### config.mk
export PLATFORM = sky130hd
export DESIGN_NAME = tt_um_brs_xor_unmask_flat
export DESIGN_NICKNAME = d
export VERILOG_FILES = /design/src/rtl/brs_pkg.sv /design/src/rtl/brs_if.sv /design/src/rtl/brs_sync_edge.sv /design/src/rtl/tt_um_brs_xor_unmask.sv /design/src/flat_wrapper.sv
export SDC_FILE = /design/constraint.sdc
export NUM_CORES = 1
export LEC_CHECK = 0
export BUFFER_PORTS_ARGS = -buffer_cell sky130_fd_sc_hd__buf_2
export CAP_MARGIN = 25
export CORE_ASPECT_RATIO = 0.6
export CORE_MARGIN = 2
export CORE_UTILIZATION = 40
export DETAILED_ROUTE_END_ITERATION = 8
export HOLD_SLACK_MARGIN = 0.06
export PLACE_DENSITY = 0.64
export SLEW_MARGIN = 20
export SYNTH_ARGS = -nofsm -noshare
export SYNTH_HDL_FRONTEND = slang
export SYNTH_SLANG_ARGS = --single-unit
### constraint.sdc
create_clock -name clk -period 4.12 [get_ports clk]
set_input_delay 0.412 -clock clk [delete_from_list [all_inputs] [get_ports clk]]
set_output_delay 0.412 -clock clk [all_outputs]
set_load 0.05 [all_outputs]
### src/rtl/brs_pkg.sv
// Shared pin indices and byte helpers for the BRS XOR unmask receiver.
// Build option: define BRS_KEY_ROTATE_EN to rotate the key after every accepted byte.
package brs_pkg;

    localparam int KEY_LOAD   = 0;
    localparam int DATA_VALID = 1;
    localparam int OUT_READY  = 2;
    localparam int OUT_VALID  = 4;
    localparam int FULL       = 5;
    localparam int ERR        = 6;
    localparam int KEY_OK     = 7;

    localparam logic [7:0] UIO_OE_MASK = 8'hF0;

    // The top bit of C only carries the check bit, so it is never returned as data.
    function automatic logic [7:0] decode_byte(input logic [7:0] c, input logic [7:0] k);
        return {1'b0, c[6:0] ^ k[6:0]};
    endfunction

    function automatic logic [7:0] rotate_key(input logic [7:0] k);
        return {k[6:0], k[7]};
    endfunction

endpackage

### src/rtl/brs_if.sv
// Pin bundle of the BRS unmask tile: the host drives the inputs, the tile drives the outputs.
interface brs_if;

    logic       ena;
    logic [7:0] ui_in;
    logic [7:0] uio_in;
    logic [7:0] uo_out;
    logic [7:0] uio_out;
    logic [7:0] uio_oe;

    modport master (
        output ena, ui_in, uio_in,
        input  uo_out, uio_out, uio_oe
    );

    modport slave (
        input  ena, ui_in, uio_in,
        output uo_out, uio_out, uio_oe
    );

endinterface

### src/rtl/brs_sync_edge.sv
// Multi-flop synchroniser for one asynchronous control pin, followed by a rising-edge pulse.
module brs_sync_edge #(
    parameter int SYNC_STAGES = 2
) (
    input  logic clk,
    input  logic rst_n,
    input  logic pin,
    output logic pulse
);

    logic [SYNC_STAGES-1:0] sync_q;
    logic                   last_q;

    always_ff @(posedge clk or negedge rst_n) begin
        if (!rst_n) begin
            sync_q <= '0;
            last_q <= 1'b0;
        end else begin
            sync_q <= {sync_q[SYNC_STAGES-2:0], pin};
            last_q <= sync_q[SYNC_STAGES-1];
        end
    end

    assign pulse = sync_q[SYNC_STAGES-1] & ~last_q;

endmodule

### src/rtl/tt_um_brs_xor_unmask.sv
// Receive side of BRS XOR masking: unmasks strobed bytes with a loaded key into a small FIFO.
// Build option: define BRS_KEY_ROTATE_EN to rotate the key left by one after each accepted byte.
module tt_um_brs_xor_unmask
    import brs_pkg::*;
#(
    parameter int FIFO_DEPTH  = 4,
    parameter int SYNC_STAGES = 2
) (
    input  logic clk,
    input  logic rst_n,
    brs_if.slave pins
);

    localparam int PTR_W = (FIFO_DEPTH > 1) ? $clog2(FIFO_DEPTH) : 1;
    localparam int CNT_W = PTR_W + 1;

    logic key_pulse;
    logic data_pulse;
    logic ready_pulse;

    logic [7:0]       mem [FIFO_DEPTH];
    logic [PTR_W-1:0] rd_ptr;
    logic [PTR_W-1:0] wr_ptr;
    logic [CNT_W-1:0] count;
    logic [7:0]       key;
    logic             key_ok;
    logic             err;
    logic [7:0]       head_q;

    logic             data_take;
    logic             fifo_empty;
    logic             fifo_full;
    logic             do_pop;
    logic             do_push;
    logic             set_err;
    logic [7:0]       decoded;
    logic [PTR_W-1:0] rd_ptr_n;
    logic [CNT_W-1:0] count_n;
    logic [7:0]       head_n;
    logic [7:0]       uio_out_w;
    logic             unused_ok;

    brs_sync_edge #(.SYNC_STAGES(SYNC_STAGES)) u_sync_key (
        .clk   (clk),
        .rst_n (rst_n),
        .pin   (pins.uio_in[KEY_LOAD]),
        .pulse (key_pulse)
    );

    brs_sync_edge #(.SYNC_STAGES(SYNC_STAGES)) u_sync_data (
        .clk   (clk),
        .rst_n (rst_n),
        .pin   (pins.uio_in[DATA_VALID]),
        .pulse (data_pulse)
    );

    brs_sync_edge #(.SYNC_STAGES(SYNC_STAGES)) u_sync_ready (
        .clk   (clk),
        .rst_n (rst_n),
        .pin   (pins.uio_in[OUT_READY]),
        .pulse (ready_pulse)
    );

    // A key load in the same cycle as a data strobe swallows the data strobe.
    // A full FIFO still accepts a byte when a pop frees the head slot in the same cycle.
    always_comb begin
        data_take  = data_pulse & ~key_pulse;
        fifo_empty = (count == '0);
        fifo_full  = (count == CNT_W'(FIFO_DEPTH));
        do_pop     = ready_pulse & ~fifo_empty;
        decoded    = decode_byte(pins.ui_in, key);
        do_push    = data_take & key_ok & (~fifo_full | do_pop);
        set_err    = data_take & (~key_ok | (pins.ui_in[7] != key[7]) | (fifo_full & ~do_pop));
        rd_ptr_n   = do_pop ? rd_ptr + PTR_W'(1) : rd_ptr;
        count_n    = count + CNT_W'(do_push) - CNT_W'(do_pop);
        head_n     = 8'h00;
        if (count_n != '0) begin
            if (do_push && (rd_ptr_n == wr_ptr)) begin
                head_n = decoded;
            end else begin
                head_n = mem[rd_ptr_n];
            end
        end
    end

    always_ff @(posedge clk or negedge rst_n) begin
        if (!rst_n) begin
            for (int i = 0; i < FIFO_DEPTH; i++) begin
                mem[i] <= 8'h00;
            end
            rd_ptr <= '0;
            wr_ptr <= '0;
            count  <= '0;
            key    <= 8'h00;
            key_ok <= 1'b0;
            err    <= 1'b0;
            head_q <= 8'h00;
        end else begin
            if (key_pulse) begin
                key    <= pins.ui_in;
                key_ok <= 1'b1;
                err    <= 1'b0;
            end else begin
                if (set_err) begin
                    err <= 1'b1;
                end
`ifdef BRS_KEY_ROTATE_EN
                if (do_push) begin
                    key <= rotate_key(key);
                end
`endif
            end
            if (do_push) begin
                mem[wr_ptr] <= decoded;
                wr_ptr      <= wr_ptr + PTR_W'(1);
            end
            rd_ptr <= rd_ptr_n;
            count  <= count_n;
            head_q <= head_n;
        end
    end

    always_comb begin
        uio_out_w            = 8'h00;
        uio_out_w[OUT_VALID] = ~fifo_empty;
        uio_out_w[FULL]      = fifo_full;
        uio_out_w[ERR]       = err;
        uio_out_w[KEY_OK]    = key_ok;
    end

    assign pins.uo_out  = head_q;
    assign pins.uio_out = uio_out_w;
    assign pins.uio_oe  = UIO_OE_MASK;

    assign unused_ok = &{1'b0, pins.ena, pins.uio_in[7:3]};

endmodule

### src/flat_wrapper.sv
// flat-port wrapper written by rule: the top's interface ports become plain ports
module tt_um_brs_xor_unmask_flat import brs_pkg::*;
#(
    parameter int FIFO_DEPTH  = 4,
    parameter int SYNC_STAGES = 2
)
  (clk, rst_n, pins_ena, pins_ui_in, pins_uio_in, pins_uo_out, pins_uio_out, pins_uio_oe);
  brs_if pins_i ();
  input  logic clk;
  input  logic rst_n;
  input wire logic [$bits(pins_i.ena)-1:0] pins_ena;
  input wire logic [$bits(pins_i.ui_in)-1:0] pins_ui_in;
  input wire logic [$bits(pins_i.uio_in)-1:0] pins_uio_in;
  output wire logic [$bits(pins_i.uo_out)-1:0] pins_uo_out;
  output wire logic [$bits(pins_i.uio_out)-1:0] pins_uio_out;
  output wire logic [$bits(pins_i.uio_oe)-1:0] pins_uio_oe;
  assign pins_i.ena = pins_ena;
  assign pins_i.ui_in = pins_ui_in;
  assign pins_i.uio_in = pins_uio_in;
  assign pins_uo_out = pins_i.uo_out;
  assign pins_uio_out = pins_i.uio_out;
  assign pins_uio_oe = pins_i.uio_oe;
  tt_um_brs_xor_unmask #(.FIFO_DEPTH(FIFO_DEPTH), .SYNC_STAGES(SYNC_STAGES)) u_core (.clk(clk), .rst_n(rst_n), .pins(pins_i));
endmodule
==> impl_results.md, run 1 <==
- Status: complete, no violations
- WL/cell: between 15 and 20 um
- Top_reg_cell synth: dfrtp_1
- Clock slew seen by the registers of the worst setup and hold paths: 0.05 ns
- Yosys cell types: 38
- Buffer count from post-CTS setup fixing: 0
- GRT Residual Overflow: 0
- Max Fclk: around 290 MHz
- Clock buffer depth: 2
- Initial antenna violation count: 0
- Critical path class: reg -> reg
- Vias in the first global route: around 2000
- Synthesized cell area: between 3000 and 4000 um^2
- Synth-to-layout area growth: 14.5%
- Fin crit period: between 3 and 4 ns
- Violation count after the first detailed-route iteration: around 130
- Count leader, synth: dfrtp_1
- Core Region: roughly 7400 um^2
- GRT Total Usage: between 10% and 20%
- First-pass GRT wire length: 10400 um
- RSZ-0062 raised after global routing: no
- Worst Tran Pin Value: 0.998 ns
- Antenna Cells: 0
- Avg Inst Size Synth: about 11 um^2
- Fraction of layout cells with a size suffix above 1: between 30% and 40%
- Worst-Skew Late Latency: approximately 0.33 ns
- Drt first pass iters: 4
- Hold-fix buffers, CTS: 0
- Routed Antenna Nets: 0
- CTS tree: built
- Synth area leaders: dfrtp_1, mux2_2, buf_4
- Overall Power: 2.98 mW
- Post_cts resized: 0
- Vias: approximately 2100
- Nets: approximately 320
- Worst-path fanout max: 9
- # DRC: 0
- Setup TNS Final: 0 ns
- Yosys top cell area share: between 40% and 50%
- Initial Util: a little over two fifths
- Register area share after synthesis: about half
- Final GP Congestion: around 0.85
- Post-synth EDFFs: 0
- Largest net degree at the start of global routing: 62
- Critical path startpoint category: register
- Port bufs: 23
- Min-delay worst type: in -> reg
- Post-DR vias/cell: 5.20
- Cell area power density: between 800 and 900 nW/um^2
- Final slew viol count: 0
- DP HPWL: between 4000 and 5000 um
- Arr. time, crit path: roughly 3.6 ns
- # rows: 24
- Setup violators final: 0
- Cell count after synthesis: ~270
- Clk sinks: 61
- CTS root buf: clkbuf_16
- CTS Buf Count: 9
- Register bit count reported by yosys: 61
- Synth top cells by count: dfrtp_1, mux2_2, a21oi_1
- Die width: approximately 120 um
- Die Height: between 70 and 80 um
- Worst IR Drop VDD: roughly 0.0003 V
- Max-cap violations: 0
- Final Cycle Share: a little over four fifths
- Area leader, netlist: dfrtp_1
- Critical path capture point type: register
- # IOs: between 40 and 50
- Final hold vios: 0
- Leakage Power: 1.56 nW
- Hold WS: 0.188 ns
- Critical Path RT: around 4.3 ns
- Worst clock skew: around 0.0057 ns
- Slew margin rel.: 33.5%
- Drt total wl: approximately 6600 um
- Die area: around 8400 um^2
- Synth async-reset ratio: 100%
- Number of synthesis warnings: 0
- Htree depth: 3
cell usage in the layout, fill, tap and decap left out, types with 2 or more instances in the layout:
master	n
dfrtp_1	61
mux2_2	36
buf_2	23
a21oi_1	18
nor2_1	16
inv_1	14
nor3_1	14
conb_1	13
xor2_1	9
clkbuf_16	9
o221a_2	7
a211oi_1	7
a22oi_1	7
o22ai_1	7
o31ai_1	7
ha_1	6
xnor2_1	5
buf_4	5
nand2_2	4
clkinv_2	4
nor2b_1	2
clkinv_1	2
nand2b_1	2
and3_1	2
nand2_1	2
final timing paths:
| path | start | slack (ns) | cells after the start | endpoint |
|---|---|---|---|---|
| max in group asynchronous | rst_n | 3.38 | 2 | u_core.mem[1] |
| min reg2reg | u_core.u_sync_key.sync_q[0] | 0.35 | 0 | u_core.u_sync_key.sync_q[1] |
| min | pins_uio_in[2] | 0.19 | 1 | u_core.u_sync_ready.sync_q[0] |
| min in group asynchronous | rst_n | 0.24 | 2 | u_core.key_ok |
| max | u_core.count[2] | 0.66 | 13 | u_core.pins.uo_out[1] |
| max reg2reg | u_core.count[2] | 0.66 | 13 | u_core.pins.uo_out[1] |
layer usage:
layer | vias to the layer above | global-route usage (%) | share of wire [%] | wire length (um)
met4 | 0 | 7.36 | 1.0 | 67
met1 | 1018 | 23.0 | 49 | 3220
met2 | 92 | 23.1 | 41 | 2690
li1 | 966 | - | - | -
met3 | 8 | 6.68 | 9.2 | 608
met5 | - | 0 | 0 | 0
flip-flops by register name (all words and copies together) (netlist names):
| signal | cells |
|---|---|
| u_core.u_sync_key.last_q | 1 |
| u_core.u_sync_key.sync_q | 2 |
| u_core.u_sync_ready.last_q | 1 |
| u_core.wr_ptr | 2 |
| u_core.err | 1 |
| u_core.mem | 28 |
| u_core.pins.uo_out | 7 |
| u_core.key_ok | 1 |
| u_core.u_sync_data.sync_q | 2 |
| u_core.rd_ptr | 2 |
| u_core.u_sync_data.last_q | 1 |
| u_core.u_sync_ready.sync_q | 2 |
| u_core.count | 3 |
| u_core.key | 8 |
cell type report:
type | count | area [um^2]
clock buffers | 11 | 243
clock inverters | 5 | 50.0
fillers | 690 | 3830
inverters | 17 | 63.8
multi-input cells | 175 | 1360
flip-flops and latches | 61 | 1530
well taps | 104 | 130
repair buffers | 28 | 153
power breakdown:
| part | switching [mW] | internal [mW] | total [mW] |
|---|---|---|---|
| registers | 0.199 | 0.835 | 1.03 |
| logic | 0.719 | 0.494 | 1.21 |
| clock network | 0.258 | 0.479 | 0.737 |
cells by family (layout without fill, tap and decap cells):
kind of cell	Yosys count	in the layout	synth area share (%)
adder cells (fa/ha/maj)	7	7	3.09
AND/OR/NAND/NOR	48	48	8.00
buffers and inverters	44	61	7.63
multiplexers	36	36	13.2
flip-flops	61	61	49.5
AO/OA/AOI/OAI	56	56	13.6
XOR/XNOR	15	15	4.75
other	2	13	0.244
worst max-delay path, stage by stage, from the launching register on:
cell,delay (ns)
dfrtp_1,0.41
nor3_2,0.29
inv_2,0.12
nand2_2,0.21
clkinv_1,0.32
ha_1,0.38
inv_1,0.04
ha_1,0.18
fa_1,0.38
xor2_1,0.16
xnor2_1,0.15
or3_1,0.46
o31ai_1,0.12
a21oi_1,0.09
metrics by stage:
stage          instance area, um^2  std cells  setup slack, ns  util [%]
6_report                      3530        401            0.664      47.9
2_1_floorplan                 3120        280            0.944         -
3_5_place_dp                  3230        385            0.723      44.0
4_1_cts                       3530        401            0.673      47.9
3_3_place_gp                  3230        385            0.746      44.0
5_1_grt                       3530        401            0.458      47.9
No activity file was read; power rests on OpenSTA's default activity.
==> run 2: changes to the inputs <==
- ABC_AREA: not set -> 1
- clock period: 4.12 -> 3.42 ns (I/O delays scaled with it)
==> run 2 against run 1 <==
Via count is 4.9% higher. Fmax increased by 34%. Largest power group unchanged. Clock power increased by 20%. Global-route usage is essentially flat. Synthesized cell count up 34%. Clock skew hardly changed.
==> impl_results.md, run 2 <==
- # DRC: 0 (unchanged)
- Worst IR Drop VDD: 0.000370 V (+24%)
- WL/cell: 12.6 um (-23%)
- Routed Antenna Nets: 0 (unchanged)
- Fillcell total: 809 (+17%)
- Setup violators final: 0 (unchanged)
- Cell mode on critical path: nand2_1
- Port bufs: 23 (unchanged)
- Commonest non-fill, non-tap cells in the layout: nand2_1, dfrtp_1, inv_1
- Drt first pass iters: 4 (unchanged)
- Leakage Power: 1.90 nW (+22%)
- Register area share after synthesis: 48.3% (-1.2 points)
- Number of synthesis warnings: 0 (unchanged)
- Nets: 407 (+28%)
- Post-synth EDFFs: 0 (unchanged)
- Critical path startpoint category: register
- Post_cts resized: 0 (unchanged)
- Cell area power density: 982 nW/um^2 (+16%)
- Post-DR vias/cell: 4.43 (-15%)
- Die Height: 72.8 um (+1.2%)
- Largest net degree at the start of global routing: 62 (unchanged)
- Arr. time, crit path: 2.79 ns (-0.84 ns)
- Family with the most delay on the worst path: simple AND/OR/NAND/NOR gates
- Clock buffer depth: 2 (unchanged)
- Htree depth: 3 (unchanged)
- Fin crit period: 2.58 ns (-0.880 ns)
- Die width: 119 um (+1.2%)
- Fraction of layout cells with a size suffix above 1: 16.8% (-16 points)
- Worst-Skew Late Latency: 0.34 ns (about the same)
- Largest register FFs: 28 (unchanged)
- Final hold vios: 0 (unchanged)
- Yosys cell types: 28 (-26%)
- Die area: 8650 um^2 (+2.4%)
- Seq. cell area: 1530 um^2 (unchanged)
- Register bit count reported by yosys: 61 (unchanged)
- Violation count after the first detailed-route iteration: 120 (-4.8%)
- # rows: 25 (+4.2%)
- Buffer count from post-CTS setup fixing: 0 (unchanged)
- Area of the multi-input gates: 1260 um^2 (-7.4%)
- Vias: 2187 (+4.9%)
- Slew margin rel.: 48.4% (+15 points)
- Critical Path RT: 3.64 ns (-0.65 ns)
- Post-Place Setup Slack: 0.835 ns (+0.112 ns)
- Max Fclk: 388 MHz (+34%)
- Crit path max-delay cell type: or3_1
- Final slew viol count: 0 (unchanged)
- CTS Buf Count: 9 (unchanged)
- Max-cap violations: 0 (unchanged)
- Final GP Congestion: 0.851 (+0.33%)
- DP HPWL: 4220 um (-4.4%)
- Core Region: 7760 um^2 (+5.4%)
- Commonest non-fill, non-tap cell in the layout: nand2_1
- Worst clock skew: 0.00586 ns (+0.000137 ns)
- Yosys top cell area share: 48.3% (-1.2 points)
- Crit path buffers/inverters: 0 (-3)
- Top_reg_cell synth: dfrtp_1
- Status: complete, no violations
- Antenna Cells: 0 (unchanged)
- CP cell instances: or2_2 > nand2_1 > nor2_8 > ha_1 > fa_1 > xnor2_1 > or3_1 > nand2_1 > nor2_1
- Fin worst setup slack: 0.844 ns (+0.180 ns)
- Overall Power: 3.49 mW (+17%)
- Core Util, Final: 45.8% (-2.1 points)
- Clk sinks: 61 (unchanged)
- Initial antenna violation count: 0 (unchanged)
- Largest Register: u_core.mem
- RSZ-0062 raised after global routing: no
- GRT Total Usage: 16.7% (about the same)
- Avg Inst Size Synth: 8.75 um^2 (-24%)
- First-pass GRT wire length: 10600 um (+2.7%)
- Synth top cells by count: nand2_1, dfrtp_1, inv_1
- # IOs: 43 (unchanged)
- Area leader, netlist: dfrtp_1
- Vias in the first global route: 2118 (+5.5%)
- Synthesized cell area: 3160 um^2 (+2.5%)
- Hold-fix buffers, CTS: 0 (unchanged)
- Critical path capture point type: register
- Setup TNS Final: 0 ns (unchanged)
- GRT Residual Overflow: 0 (unchanged)
- Min-delay worst type: in -> reg
- Hold WS: 0.112 ns (-0.0752 ns)
- Count leader, synth: nand2_1
- Clock slew seen by the registers of the worst setup and hold paths: 0.05 ns (about the same)
- CP max stage delay: 0.44 ns (-0.02 ns)
- Final Cycle Share: 75.3% (-8.6 points)
- CTS root buf: clkbuf_16
- Cell count after synthesis: 361 (+34%)
- Worst Tran Pin Value: 0.774 ns (-0.224 ns)
- CTS tree: built
- Synth area leaders: dfrtp_1, nand2_1, inv_1
- Critical path class: reg -> reg
- Synth-to-layout area growth: 12.6%
- Drt total wl: 6240 um (-5.3%)
- Initial Util: 40.7% (-1.2 points)
- Synth async-reset ratio: 100% (unchanged)
- Worst-path fanout max: 12 (+3)
run 2: cells by family (layout without fill, tap and decap cells):
kind of cell	after synthesis	count (layout)	share of synthesized area, %
compound gates	30	30	4.75
xor+xnor	10	10	2.77
fa+ha+maj	7	7	3.01
buf+inv	82	96	13.0
flops	61	61	48.3
other cells	2	13	0.238
simple gates	169	169	27.9
run 2: routing by layer:
metal	global-route usage (%)	up-vias	part of all wire, %
met5	0	-	0
met4	6.88	0	1.7
met3	6.72	11	8.3
met2	22.2	62	39
met1	23.9	993	51
li1	-	1121	-
run 2: worst paths after layout:
check / from / endpoint / slack (ns) / cells after the start
max in group asynchronous: rst_n / u_core.mem[0] / 2.73 / 2
setup / recovery: u_core.u_sync_key.last_q / u_core.pins.uo_out[1] / 0.84 / 9
min in group asynchronous: rst_n / u_core.count[1] / 0.17 / 2
hold reg to reg: u_core.u_sync_key.sync_q[0] / u_core.u_sync_key.sync_q[1] / 0.34 / 0
hold / removal: pins_uio_in[0] / u_core.u_sync_key.sync_q[0] / 0.11 / 1
setup reg to reg: u_core.u_sync_key.last_q / u_core.pins.uo_out[1] / 0.84 / 9
run 2: power by group:
| part | total [mW] | switching [mW] | internal [mW] |
|---|---|---|---|
| logic | 1.50 | 1.06 | 0.443 |
| clock network | 0.885 | 0.308 | 0.577 |
| registers | 1.11 | 0.104 | 1.00 |
| total | 3.49 | 1.47 | 2.02 |
run 2: through the flow:
step	cell area, um^2	std cells
after global placement	3260	478
after detailed placement	3260	478
after global routing	3560	494
final	3560	494
after CTS	3560	494
after floorplan	3200	372
run 2: layout make-up:
| class | instances | area share (%) |
|---|---|---|
| multi-input combinational | 229 | 35.5 |
| timing repair buffer | 24 | 3.45 |
| tap | 108 | 3.80 |
| clock inverter | 5 | 1.41 |
| inverter | 56 | 6.12 |
| clock buffer | 11 | 6.83 |
| sequential | 61 | 42.9 |
==> run 3: changes to the inputs <==
- clock period: 3.42 -> 2.7 ns (I/O delays scaled with it)
==> run 3 against run 2 <==
Register-to-register slack lost 0.69 ns. Combinational power grew 28%. First-iteration DRC count grew 13%. Global-route usage grew 0.12 points. Count of clock-buffer cells in the layout shrank 2. Largest cell class unchanged.
==> impl_results.md, run 3 (synthesized netlist as in run 2, its figures left out) <==
- WL/cell: 12.8 um (+1.1%)
- Final Cycle Share: 94.4% (+19 points)
- Post_cts resized: 0 (unchanged)
- Die Height: 72.8 um (unchanged)
- Family with the most delay on the worst path: simple AND/OR/NAND/NOR gates
- CTS root buf: clkbuf_16
- Critical Path RT: 2.92 ns (-0.72 ns)
- Drt total wl: 6410 um (+2.7%)
- Drt first pass iters: 4 (unchanged)
- CP max stage delay: 0.44 ns (about the same)
- Clock slew seen by the registers of the worst setup and hold paths: 0.06 ns (about the same)
- Antenna Cells: 0 (unchanged)
- Final GP Congestion: 0.849 (-0.20%)
- Critical path class: reg -> reg
- Hold-fix buffers, CTS: 4 (+4)
- Post-DR vias/cell: 4.49 (+1.5%)
- Vias in the first global route: 2162 (+2.1%)
- Final hold vios: 0 (unchanged)
- Largest register FFs: 28 (unchanged)
- Sw frac: 41.1% (-1.0 points)
- Htree depth: 3 (unchanged)
- Crit path buffers/inverters: 2 (+2)
- Crit path max-delay cell type: or3_1
- # IOs: 43 (unchanged)
- Max-cap violations: 0 (unchanged)
- # DRC: 0 (unchanged)
- Pint: 2.74 mW (+36%)
- Routed Antenna Nets: 0 (unchanged)
- Net Switching: 1.91 mW (+30%)
- Flop pwr share: 30.0% (-1.7 points)
- Worst-Skew Late Latency: 0.34 ns (about the same)
- Min-delay worst type: in -> reg
- RSZ-0062 raised after global routing: no
- Critical path capture point type: register
- Die width: 119 um (unchanged)
- GRT Residual Overflow: 0 (unchanged)
- Final slew viol count: 0 (unchanged)
- Final instance area: 3680 um^2 (+3.6%)
- Commonest non-fill, non-tap cells in the layout: nand2_1, dfrtp_1, inv_1
- Synth-to-layout area growth: 16.6%
- GRT Total Usage: 16.8% (+0.12 points)
- DP HPWL: 4420 um (+4.8%)
- Violation count after the first detailed-route iteration: 135 (+13%)
- Comb power frac: 41.2% (-1.8 points)
- Fraction of layout cells with a size suffix above 1: 17.8% (+0.93 points)
- Largest Register: u_core.mem
- Worst IR Drop VDD: 0.000477 V (+29%)
- Buffer count from post-CTS setup fixing: 0 (unchanged)
- Clock buffer depth: 2 (unchanged)
- Core Region: 7760 um^2 (unchanged)
- DP Area: 3290 um^2 (+0.92%)
- Status: complete, no violations
- Worst-path fanout max: 7 (-5)
- Vias: 2255 (+3.1%)
- Largest net degree at the start of global routing: 36 (-42%)
- CTS tree: built
- CP cell instances: nor2_2 > nand2_4 > nand2_4 > inv_1 > ha_1 > inv_1 > ha_1 > fa_1 > xnor2_1 > or3_1 > nand2_1 > nor2_1
- Worst clock skew: 0.00721 ns (+0.00135 ns)
- Worst Tran Pin Value: 0.803 ns (+0.0292 ns)
- Setup TNS Final: 0 ns (unchanged)
- Reg2reg setup slack: 0.15 ns (-0.69 ns)
- Critical path startpoint category: register
- Met1 Resource Use GR: 23.4% (-0.49 points)
- # rows: 25 (unchanged)
- CTS Buf Count: 9 (unchanged)
- Most Crowded Layer GR: met2
- Met2 Track Usage GR: 24.1% (+1.9 points)
- Slew margin rel.: 46.5% (-1.9 points)
- Leakage Power: 1.95 nW (+2.8%)
- Port bufs: 23 (unchanged)
- Max Fclk: 392 MHz (+1.0%)
- Initial Util: 40.7% (unchanged)
- First-pass GRT wire length: 10800 um (+1.1%)
- Cell area power density: 1260 nW/um^2 (+29%)
- Arr. time, crit path: 2.77 ns (-0.02 ns)
- Die area: 8650 um^2 (unchanged)
- Fin crit period: 2.55 ns (-0.0257 ns)
- Nets: 415 (+2.0%)
- Clock Power Share: 28.8% (+3.5 points)
- Commonest non-fill, non-tap cell in the layout: nand2_1
- Setup violators final: 0 (unchanged)
- Met3 usage: 5.16% (-1.6 points)
- Initial antenna violation count: 0 (unchanged)
- Clk sinks: 61 (unchanged)
==> run 3: path summary, 6_finish.rpt <==
| path | end | startpoint | cells after the start |
|---|---|---|---|
| min in group asynchronous | u_core.mem[19] | rst_n | 2 |
| hold / removal | u_core.key[7] | pins_ui_in[7] | 3 |
| setup / recovery | u_core.pins.uo_out[1] | u_core.count[1] | 12 |
| hold reg to reg | u_core.u_sync_data.sync_q[1] | u_core.u_sync_data.sync_q[0] | 0 |
| setup reg to reg | u_core.pins.uo_out[1] | u_core.count[1] | 12 |
| max in group asynchronous | u_core.mem[28] | rst_n | 3 |
==> run 3: per-layer routing <==
metal,up-vias,wire [um]
li1,1139,-
met1,1046,3300
met2,59,2560
met3,11,432
met4,0,119
met5,-,0
==> run 3: cell type report <==
cell class / count / area (um^2)
flip-flops and latches: 61 / 1530
clock inverters: 7 / 124
well taps: 108 / 135
fillers: 775 / 4080
inverters: 56 / 218
repair buffers: 32 / 193
multi-input cells: 229 / 1260
clock buffers: 9 / 225
==> run 3: power by group through the flow <==
stage / combinational, mW / clock, mW / sequential [mW]
floorplan: 1.35 / 0 / 1.58
detailed placement: 1.91 / 0 / 1.42
global placement: 1.87 / 0 / 1.40
global route: 2.16 / 1.39 / 1.43
finish: 1.92 / 1.34 / 1.40
CTS: 1.93 / 1.36 / 1.40
==> run 3: worst register-to-register path, stage by stage (launching register included) <==
cell	delay (ns)
dfrtp_1	0.40
nor2_2	0.16
nand2_4	0.09
nand2_4	0.09
inv_1	0.05
ha_1	0.27
inv_1	0.04
ha_1	0.18
fa_1	0.38
xnor2_1	0.15
or3_1	0.44
nand2_1	0.14
nor2_1	0.06
==> run 3: through the flow <==
step / total power [mW] / util [%] / setup slack, ns / hold slack, ns / std cells
2_1_floorplan: 2.94 / - / 0.129 / -0.0256 / 372
3_3_place_gp: 3.27 / 42.5 / 0.212 / 0.331 / 482
3_5_place_dp: 3.33 / 42.5 / 0.176 / 0.336 / 482
4_1_cts: 4.69 / 47.5 / 0.157 / 0.142 / 502
5_1_grt: 4.99 / 47.5 / 0.00368 / 0.168 / 502
6_report: 4.66 / 47.5 / 0.150 / 0.153 / 502
